--- src/rtl/mem_bus_arbiter_pkg.sv ---
// Shared types for the ICache/DCache memory-port arbiter: FSM state
// encodings, owner identifiers and default bus widths.
package mem_bus_arbiter_pkg;

  localparam int MBA_ADDR_W = 32;
  localparam int MBA_DATA_W = 64;
  localparam int MBA_LEN_W  = 2;

  typedef enum logic [2:0] {
    ARB_IDLE   = 3'd0,
    ARB_I_ADDR = 3'd1,
    ARB_D_ADDR = 3'd2,
    ARB_I_RD   = 3'd3,
    ARB_D_RD   = 3'd4,
    ARB_D_WR   = 3'd5,
    ARB_WAITB  = 3'd6
  } arb_state_e;

  typedef enum logic {
    OWNER_I = 1'b0,
    OWNER_D = 1'b1
  } owner_e;

  function automatic logic arb_is_busy(input arb_state_e s);
    return s != ARB_IDLE;
  endfunction

endpackage

--- src/rtl/mem_bus_arbiter_pick.sv ---
// Two-way round-robin select: a lone requester wins outright, a tie goes to
// whichever side did not own the previous transaction.
module mem_arb_pick
  import mem_bus_arbiter_pkg::*;
(
  input  logic i_req_i,
  input  logic d_req_i,
  input  logic last_owner_i,
  output logic valid_o,
  output logic owner_o
);

  always_comb begin
    valid_o = i_req_i | d_req_i;
    owner_o = OWNER_I;
    if (i_req_i && d_req_i) begin
      owner_o = (last_owner_i == OWNER_I) ? OWNER_D : OWNER_I;
    end else if (d_req_i) begin
      owner_o = OWNER_D;
    end
  end

endmodule

--- src/rtl/mem_bus_arbiter.sv ---
// Shares one memory port between the ICache refill path and the DCache path.
// Valid/ready: a transfer happens in a cycle where both sides are high.
module mem_bus_arbiter
  import mem_bus_arbiter_pkg::*;
#(
  parameter int ADDR_W = MBA_ADDR_W,
  parameter int DATA_W = MBA_DATA_W,
  parameter int LEN_W  = MBA_LEN_W
) (
  input  logic                clk,
  input  logic                rst,
  input  logic                i_req,
  input  logic [ADDR_W-1:0]   i_addr,
  input  logic [LEN_W-1:0]    i_len,
  output logic                i_gnt,
  output logic                i_rvalid,
  output logic [DATA_W-1:0]   i_rdata,
  output logic                i_rlast,
  input  logic                d_req,
  input  logic                d_we,
  input  logic [ADDR_W-1:0]   d_addr,
  input  logic [LEN_W-1:0]    d_len,
  input  logic [DATA_W-1:0]   d_wdata,
  input  logic [DATA_W/8-1:0] d_wstrb,
  output logic                d_gnt,
  output logic                d_wready,
  output logic                d_rvalid,
  output logic [DATA_W-1:0]   d_rdata,
  output logic                d_rlast,
  output logic                m_req,
  output logic                m_we,
  output logic [ADDR_W-1:0]   m_addr,
  output logic [LEN_W-1:0]    m_len,
  input  logic                m_ready,
  output logic [DATA_W-1:0]   m_wdata,
  output logic [DATA_W/8-1:0] m_wstrb,
  input  logic                m_wready,
  input  logic                m_rvalid,
  input  logic [DATA_W-1:0]   m_rdata,
  input  logic                m_rlast,
  input  logic                m_bvalid,
  output logic                busy
);

  arb_state_e           state_q;
  owner_e               last_owner_q;
  logic [ADDR_W-1:0]    addr_q;
  logic [LEN_W-1:0]     len_q;
  logic                 we_q;
  logic [LEN_W-1:0]     cnt_q;

  logic pick_valid;
  logic pick_owner;
  logic early_close;

  mem_arb_pick u_pick (
    .i_req_i      (i_req),
    .d_req_i      (d_req),
    .last_owner_i (last_owner_q),
    .valid_o      (pick_valid),
    .owner_o      (pick_owner)
  );

  // The beat counter saturates at len so it only restarts on the IDLE reload.
  always_ff @(posedge clk or negedge rst) begin
    if (!rst) begin
      state_q      <= ARB_IDLE;
      last_owner_q <= OWNER_I;
      addr_q       <= '0;
      len_q        <= '0;
      we_q         <= 1'b0;
      cnt_q        <= '0;
    end else begin
      case (state_q)
        ARB_IDLE: begin
          if (pick_valid) begin
            cnt_q <= '0;
            if (pick_owner == OWNER_D) begin
              addr_q  <= d_addr;
              len_q   <= d_len;
              we_q    <= d_we;
              state_q <= ARB_D_ADDR;
            end else begin
              addr_q  <= i_addr;
              len_q   <= i_len;
              we_q    <= 1'b0;
              state_q <= ARB_I_ADDR;
            end
          end
        end
        ARB_I_ADDR: begin
          if (m_ready) state_q <= ARB_I_RD;
        end
        ARB_D_ADDR: begin
          if (m_ready) state_q <= we_q ? ARB_D_WR : ARB_D_RD;
        end
        ARB_I_RD, ARB_D_RD: begin
          if (m_rvalid) begin
            if (cnt_q != len_q) cnt_q <= cnt_q + 1'b1;
            if (m_rlast) begin
              state_q      <= ARB_IDLE;
              last_owner_q <= (state_q == ARB_I_RD) ? OWNER_I : OWNER_D;
            end
          end
        end
        ARB_D_WR: begin
          if (m_wready) begin
            if (cnt_q == len_q) begin
              state_q <= ARB_WAITB;
            end else begin
              cnt_q <= cnt_q + 1'b1;
            end
          end
        end
        ARB_WAITB: begin
          if (m_bvalid) begin
            state_q      <= ARB_IDLE;
            last_owner_q <= OWNER_D;
          end
        end
        default: state_q <= ARB_IDLE;
      endcase
    end
  end

  always_comb begin
    i_gnt    = 1'b0;
    i_rvalid = 1'b0;
    i_rdata  = '0;
    i_rlast  = 1'b0;
    d_gnt    = 1'b0;
    d_wready = 1'b0;
    d_rvalid = 1'b0;
    d_rdata  = '0;
    d_rlast  = 1'b0;
    m_req    = 1'b0;
    m_we     = 1'b0;
    m_addr   = '0;
    m_len    = '0;
    m_wdata  = '0;
    m_wstrb  = '0;
    case (state_q)
      ARB_I_ADDR, ARB_D_ADDR: begin
        m_req  = 1'b1;
        m_we   = we_q;
        m_addr = addr_q;
        m_len  = len_q;
        i_gnt  = (state_q == ARB_I_ADDR) & m_ready;
        d_gnt  = (state_q == ARB_D_ADDR) & m_ready;
      end
      ARB_I_RD: begin
        i_rvalid = m_rvalid;
        i_rdata  = m_rdata;
        i_rlast  = m_rlast;
      end
      ARB_D_RD: begin
        d_rvalid = m_rvalid;
        d_rdata  = m_rdata;
        d_rlast  = m_rlast;
      end
      ARB_D_WR: begin
        m_wdata  = d_wdata;
        m_wstrb  = d_wstrb;
        d_wready = m_wready;
      end
      ARB_WAITB: begin
        d_rlast = m_bvalid;
      end
      default: ;
    endcase
  end

  assign busy = arb_is_busy(state_q);

  // A read burst closing before len+1 beats still frees the port; flag it.
  assign early_close = ((state_q == ARB_I_RD) || (state_q == ARB_D_RD)) &&
                       m_rvalid && m_rlast && (cnt_q != len_q);

  always @(posedge clk) begin
    if (rst) begin
      assert (!early_close)
        else $warning("mem_bus_arbiter: m_rlast before len+1 beats (addr %0h)", addr_q);
    end
  end

endmodule

--- config.mk ---
export PLATFORM = sky130hd
export DESIGN_NAME = mem_bus_arbiter
export DESIGN_NICKNAME = d
export VERILOG_FILES = /design/src/rtl/mem_bus_arbiter_pkg.sv /design/src/rtl/mem_bus_arbiter_pick.sv /design/src/rtl/mem_bus_arbiter.sv
export SDC_FILE = /design/constraint.sdc
export NUM_CORES = 1
export LEC_CHECK = 0
export CAP_MARGIN = 0
export CORE_AREA = 4 4 177 179
export CTS_BUF_LIST = sky130_fd_sc_hd__clkbuf_16
export DETAILED_ROUTE_END_ITERATION = 8
export DIE_AREA = 0 0 181 183
export SLEW_MARGIN = 20
export SYNTH_ARGS = -nofsm -noshare
export SYNTH_HDL_FRONTEND = slang
export SYNTH_HIERARCHICAL = 1
export SYNTH_SLANG_ARGS = --single-unit
--- constraint.sdc ---
create_clock -name clk -period 3.6 [get_ports clk]
set_input_delay 0.36 -clock clk [delete_from_list [all_inputs] [get_ports clk]]
set_output_delay 0.36 -clock clk [all_outputs]
set_load 0.05 [all_outputs]
After elaboration in Yosys (flattened, before gate mapping) --
Index checks and enable logic that the tools add are counted.
Storage, ports and cells: memory bits (read-only) 0, memories 0, output and inout port bits 244, bits in registers 41, logic and storage cells 82, input bits 214, latch bits 0, RAM bits 0
Operators by class: multiply operators 0, shifts and indexed selects 0, mux-type cells 43, bitwise operators 3, $lt $le $gt $ge 0, divide/modulo/power cells 0, eq/ne operators 18, add/subtract/negate cells 1, reduce and logical (&&, ||, !) cells 11
Operators by type and width (number):
- $mux W64 | 3
- $mux W32 | 2
- $mux W3 | 8
- $ne A2 B2 Y1 const B | 10
- $pmux W3 S6 | 1
- $mux W1 | 17
- $mux W2 | 8
- $eq A3 B3 Y1 const B | 3
- $mux W8 | 1
- $reduce_and A8 Y1 | 1
- $eq A3 B2 Y1 const B | 2
- $pmux W2 S3 | 1
- $reduce_and A6 Y1 | 1
- $reduce_bool A3 Y1 | 2
- $pmux W1 S2 | 2
- $reduce_and A4 Y1 | 1
- $reduce_or A2 Y1 | 2
- $eq A3 B1 Y1 const B | 1
- $logic_not A3 Y1 | 1
- $add A2 B1 Y2 const B | 1
- $and A1 B1 Y1 | 2
- $eq A2 B2 Y1 | 1
- $ne A2 B2 Y1 | 1
- $reduce_and A2 Y1 | 1
- 3 further kinds | 3

Logic depth before layout (Yosys ltp) --
depth after elaboration 5, depth in mapped cells 6, depth with buffers taken out 6

By module --
The synthesis kept the hierarchy.
By module, submodules not included:
- mem_bus_arbiter | times used 1, area each 3849.9 um^2, seq. area each 1026.0 um^2, cells an instance 489
- mem_arb_pick | times used 1, area each 13.8 um^2, seq. area each 0.0 um^2, cells an instance 2

Worst setup path after synthesis --
OpenSTA, ideal clock, no wires.
path kind register -> output, start register state_q[2], end output port d_gnt, path buffers 2, stages on the path, launching flop included 4, data required time 3.240 ns, arrival time 2.396 ns, path slack 0.844 ns, cells stage by stage dfrtp_1 buf_2 buf_2 nor4b_1
On the way: cells in the longest elaborated chain, start to end 3, elaborated cells between the ends (all ways) 5, those cells by class 2 x eq/ne; 1 x mux; 1 x bitwise; 1 x reduce/logical
Ends and longest elaborated chain:
- start, declared | line mem_bus_arbiter.sv:45 | arb_state_e state_q;
- start signal, assigned | line mem_bus_arbiter.sv:95 | if (m_ready) state_q <= we_q ? ARB_D_WR : ARB_D_RD;
- $eq A3 B2 Y1 or $eq A3 B1 Y1 (tied branches) | line mem_bus_arbiter.sv:142, mem_bus_arbiter.sv:149
- $and A1 B1 Y1 or $reduce_or A2 Y1 (tied branches) | line mem_bus_arbiter.sv:149, mem_bus_arbiter.sv:142
- $mux W1 (*) | line mem_bus_arbiter.sv:142 | case (state_q)
- end, declared | line mem_bus_arbiter.sv:25 | output logic d_gnt,
Mark *: on every way between the ends. The rest lies on a longest branch, timed or not.

Final worst setup path --
start register state_q[1], end output port m_addr[9]
On the way: cells in the longest elaborated chain, start to end 3, elaborated cells between the ends (all ways) 4, those cells by class 2 x eq/ne; 1 x mux; 1 x reduce/logical
Ends and longest elaborated chain:
- $eq A3 B1 Y1 or $eq A3 B2 Y1 (tied branches) | line mem_bus_arbiter.sv:142
- $reduce_or A2 Y1 (*) | line mem_bus_arbiter.sv:142
- $mux W32 (*) | line mem_bus_arbiter.sv:142
- end, declared | line mem_bus_arbiter.sv:32 | output logic [ADDR_W-1:0] m_addr,
Marks and branches as above.

==> flow_summary.json <==
{
  "yosysSeqAreaShare_pct": 26.6,
  "wl_per_cell_um": 18.7,
  "synth-simple-area-share_pct": 47.3,
  "fin_area_mm2": 0.00962,
  "end_kind": "output pin",
  "slowest_stage": "clkdlybuf4s50_1",
  "finalSetupTns_ns": 0,
  "netlist_area_mm2": 0.00386,
  "hold_slack_ns": 0.0619,
  "cts_tree": "yes",
  "synth_edf_count": 0,
  "clkSinkCount": 41,
  "slew_viol_final": 0,
  "grt_max_degree": 69,
  "wl_met3_um": 2070,
  "finalCritPeriodShare_pct": 86.3,
  "core_mm2": 0.0296,
  "synth_nets": 705,
  "die_h_um": 183,
  "synthTopCellsByArea": "and2_1, dfrtp_1, and3_1",
  "ys_warn_count": 6,
  "numCtsBuffers": 5,
  "ir_drop_mv": 0.434,
  "final_util_pct": 32.6,
  "synth_compound_area_share_pct": 9.65,
  "post_cts_resized": 0,
  "worst_slew_pin_slew_ns": 0.643,
  "place_congestion": 0.874,
  "crit_required_ns": 3.24,
  "io_pins": 458,
  "path_class": "reg -> out",
  "top_layer_used": "met5",
  "period_needed_ns": 3.11,
  "synthCells": 491,
  "clk_pin_slew_worst_paths_ns": 0.06,
  "placed_area_mm2": 0.00946,
  "fmax_ghz": 0.322,
  "start_util_pct": 13.1,
  "rsz0062_at_grt": "no",
  "grt_pass1_vias": 5014,
  "nNetsFinal": 1130,
  "maxCapViolCount": 0,
  "ys_ff_latch": 41,
  "crit_path_start_kind": "flop",
  "power_density_mw_per_mm2": 752,
  "synth-xor-area-share_pct": 0.680,
  "grt_first_pass_wirelength_um": 34100,
  "hold_path.class": "in -> async",
  "syn-mean-instance-area_um2": 7.87,
  "route.met2.wl_um": 11700,
  "final-hold-violation-count": 0,
  "yosysTopAreaCell": "and2_1",
  "vias_per_cell": 3.83,
  "crit_arrival_ns": 2.75,
  "placed_cells": 1299,
  "synth_ff_type": "dfrtp_1",
  "grt.total_usage_pct": 13.5,
  "synth.top_cell.area_share_pct": 28.2,
  "critPathMaxStageDelay_ns": 0.84,
  "post-cts-setup-buffers": 0,
  "wl_met1_um": 10100,
  "cts-root-buf": "clkbuf_16",
  "clock_latency_ns": 0.29,
  "final_cell_mix": "clkdlybuf4s50_1, and2_1, buf_12, and3_1, dfrtp_1",
  "die_w_um": 181,
  "slew_headroom_pct": 57.2,
  "ant_nets": 0,
  "place_hpwl_um": 20300,
  "numPortBuffers": 457,
  "drt_first_pass_iters": 4,
  "cts-htree-levels": 2,
  "status": "finished clean",
  "route.detailed.drc": 0,
  "hold_buffers": 0,
  "cts_max_path_buffers": 2,
  "wl_um": 24400,
  "num_rows": 63,
  "p_leak_uw": 0.00396,
  "syn_to_final_growth_pct": 149,
  "layout_commonest_cell": "clkdlybuf4s50_1",
  "path_buf_inv": 2,
  "synth_fa_ha_area_share_pct": 0,
  "drtIter0Drc": 154,
  "overflow": 0,
  "fp.dieArea_mm2": 0.0331,
  "synth_top_family_by_area": "simple AND/OR/NAND/NOR gates",
  "ys_types": 40,
  "path_cells": "xor2_1 -> and2b_1 -> buf_4 -> and2_1 -> clkdlybuf4s50_1",
  "vias": 5000,
  "fin_skew_ns": 0.00455,
  "finalSetupViolCount": 0,
  "async_flop_share_pct": 100,
  "critPathTopFamily": "buffers and inverters",
  "synth.area.mux_share_pct": 9.33,
  "crit_fanout": 36,
  "final_cells": 1307,
  "drive_above_1_share_pct": 11.9,
  "antenna_found_initial": 4
}
## synth_stat cells, types with 5 or more instances
library cell	instances
a21oi_1	23
a21oi_2	15
and2_1	174
and3_1	65
buf_2	7
buf_4	7
clkbuf_1	28
dfrtp_1	41
inv_1	5
mux2i_1	36
nand2_1	6
nor2_1	39
o21ai_0	5
## report_power, final
group,total (uW),switching [uW],internal (uW)
Clock,511,189,322
Combinational,5860,3690,2170
Sequential,861,180,681
Total,7240,4060,3180
## registers in the layout, summed over array words and instances (netlist names)
signal        cells
cnt_q             2
we_q              1
last_owner_q      1
addr_q           32
len_q             2
state_q           3
## final timing paths
| path | endpoint | from | depth (start not counted) | slack, ns |
|---|---|---|---|---|
| hold reg to reg | addr_q[23] | addr_q[23] | 2 | 0.50 |
| max in group asynchronous | state_q[2] | rst | 1 | 3.13 |
| setup / recovery | m_addr[9] | state_q[1] | 5 | 0.49 |
| setup reg to reg | addr_q[3] | state_q[1] | 5 | 1.35 |
| min in group clk | addr_q[23] | addr_q[23] | 2 | 0.50 |
| hold / removal | addr_q[17] | rst | 1 | 0.06 |
## through the flow
stage	setup WS [ns]	power, uW
after floorplan	0.844	4480
after global placement	0.833	6760
after detailed placement	0.797	6780
after CTS	0.486	7330
after global routing	0.316	7600
final	0.494	7240
## layer usage
metal | track usage (%) | vias up
li1 | - | 2464
met1 | 16.8 | 2254
met2 | 23.2 | 242
met3 | 3.95 | 34
met4 | 2.79 | 6
met5 | 0 | -
## cells by family after synthesis
group / Yosys count
AOI/OAI and AO/OA: 55
xor gates and xnor gates: 3
buffers and inverters: 53
DFF: 41
muxes: 36
and+or+nand+nor: 303
## final cells by class
type	instances	area [um2]
Fill cell	3085	19900
Clock buffer	5	125
Clock inverter	2	35.0
Timing Repair Buffer	466	5320
Inverter	5	18.8
Multi-Input combinational cell	397	2610
Sequential cell	41	1030
Antenna cell	1	2.50
Tap cell	390	488
No activity file was read; power rests on OpenSTA's default activity.
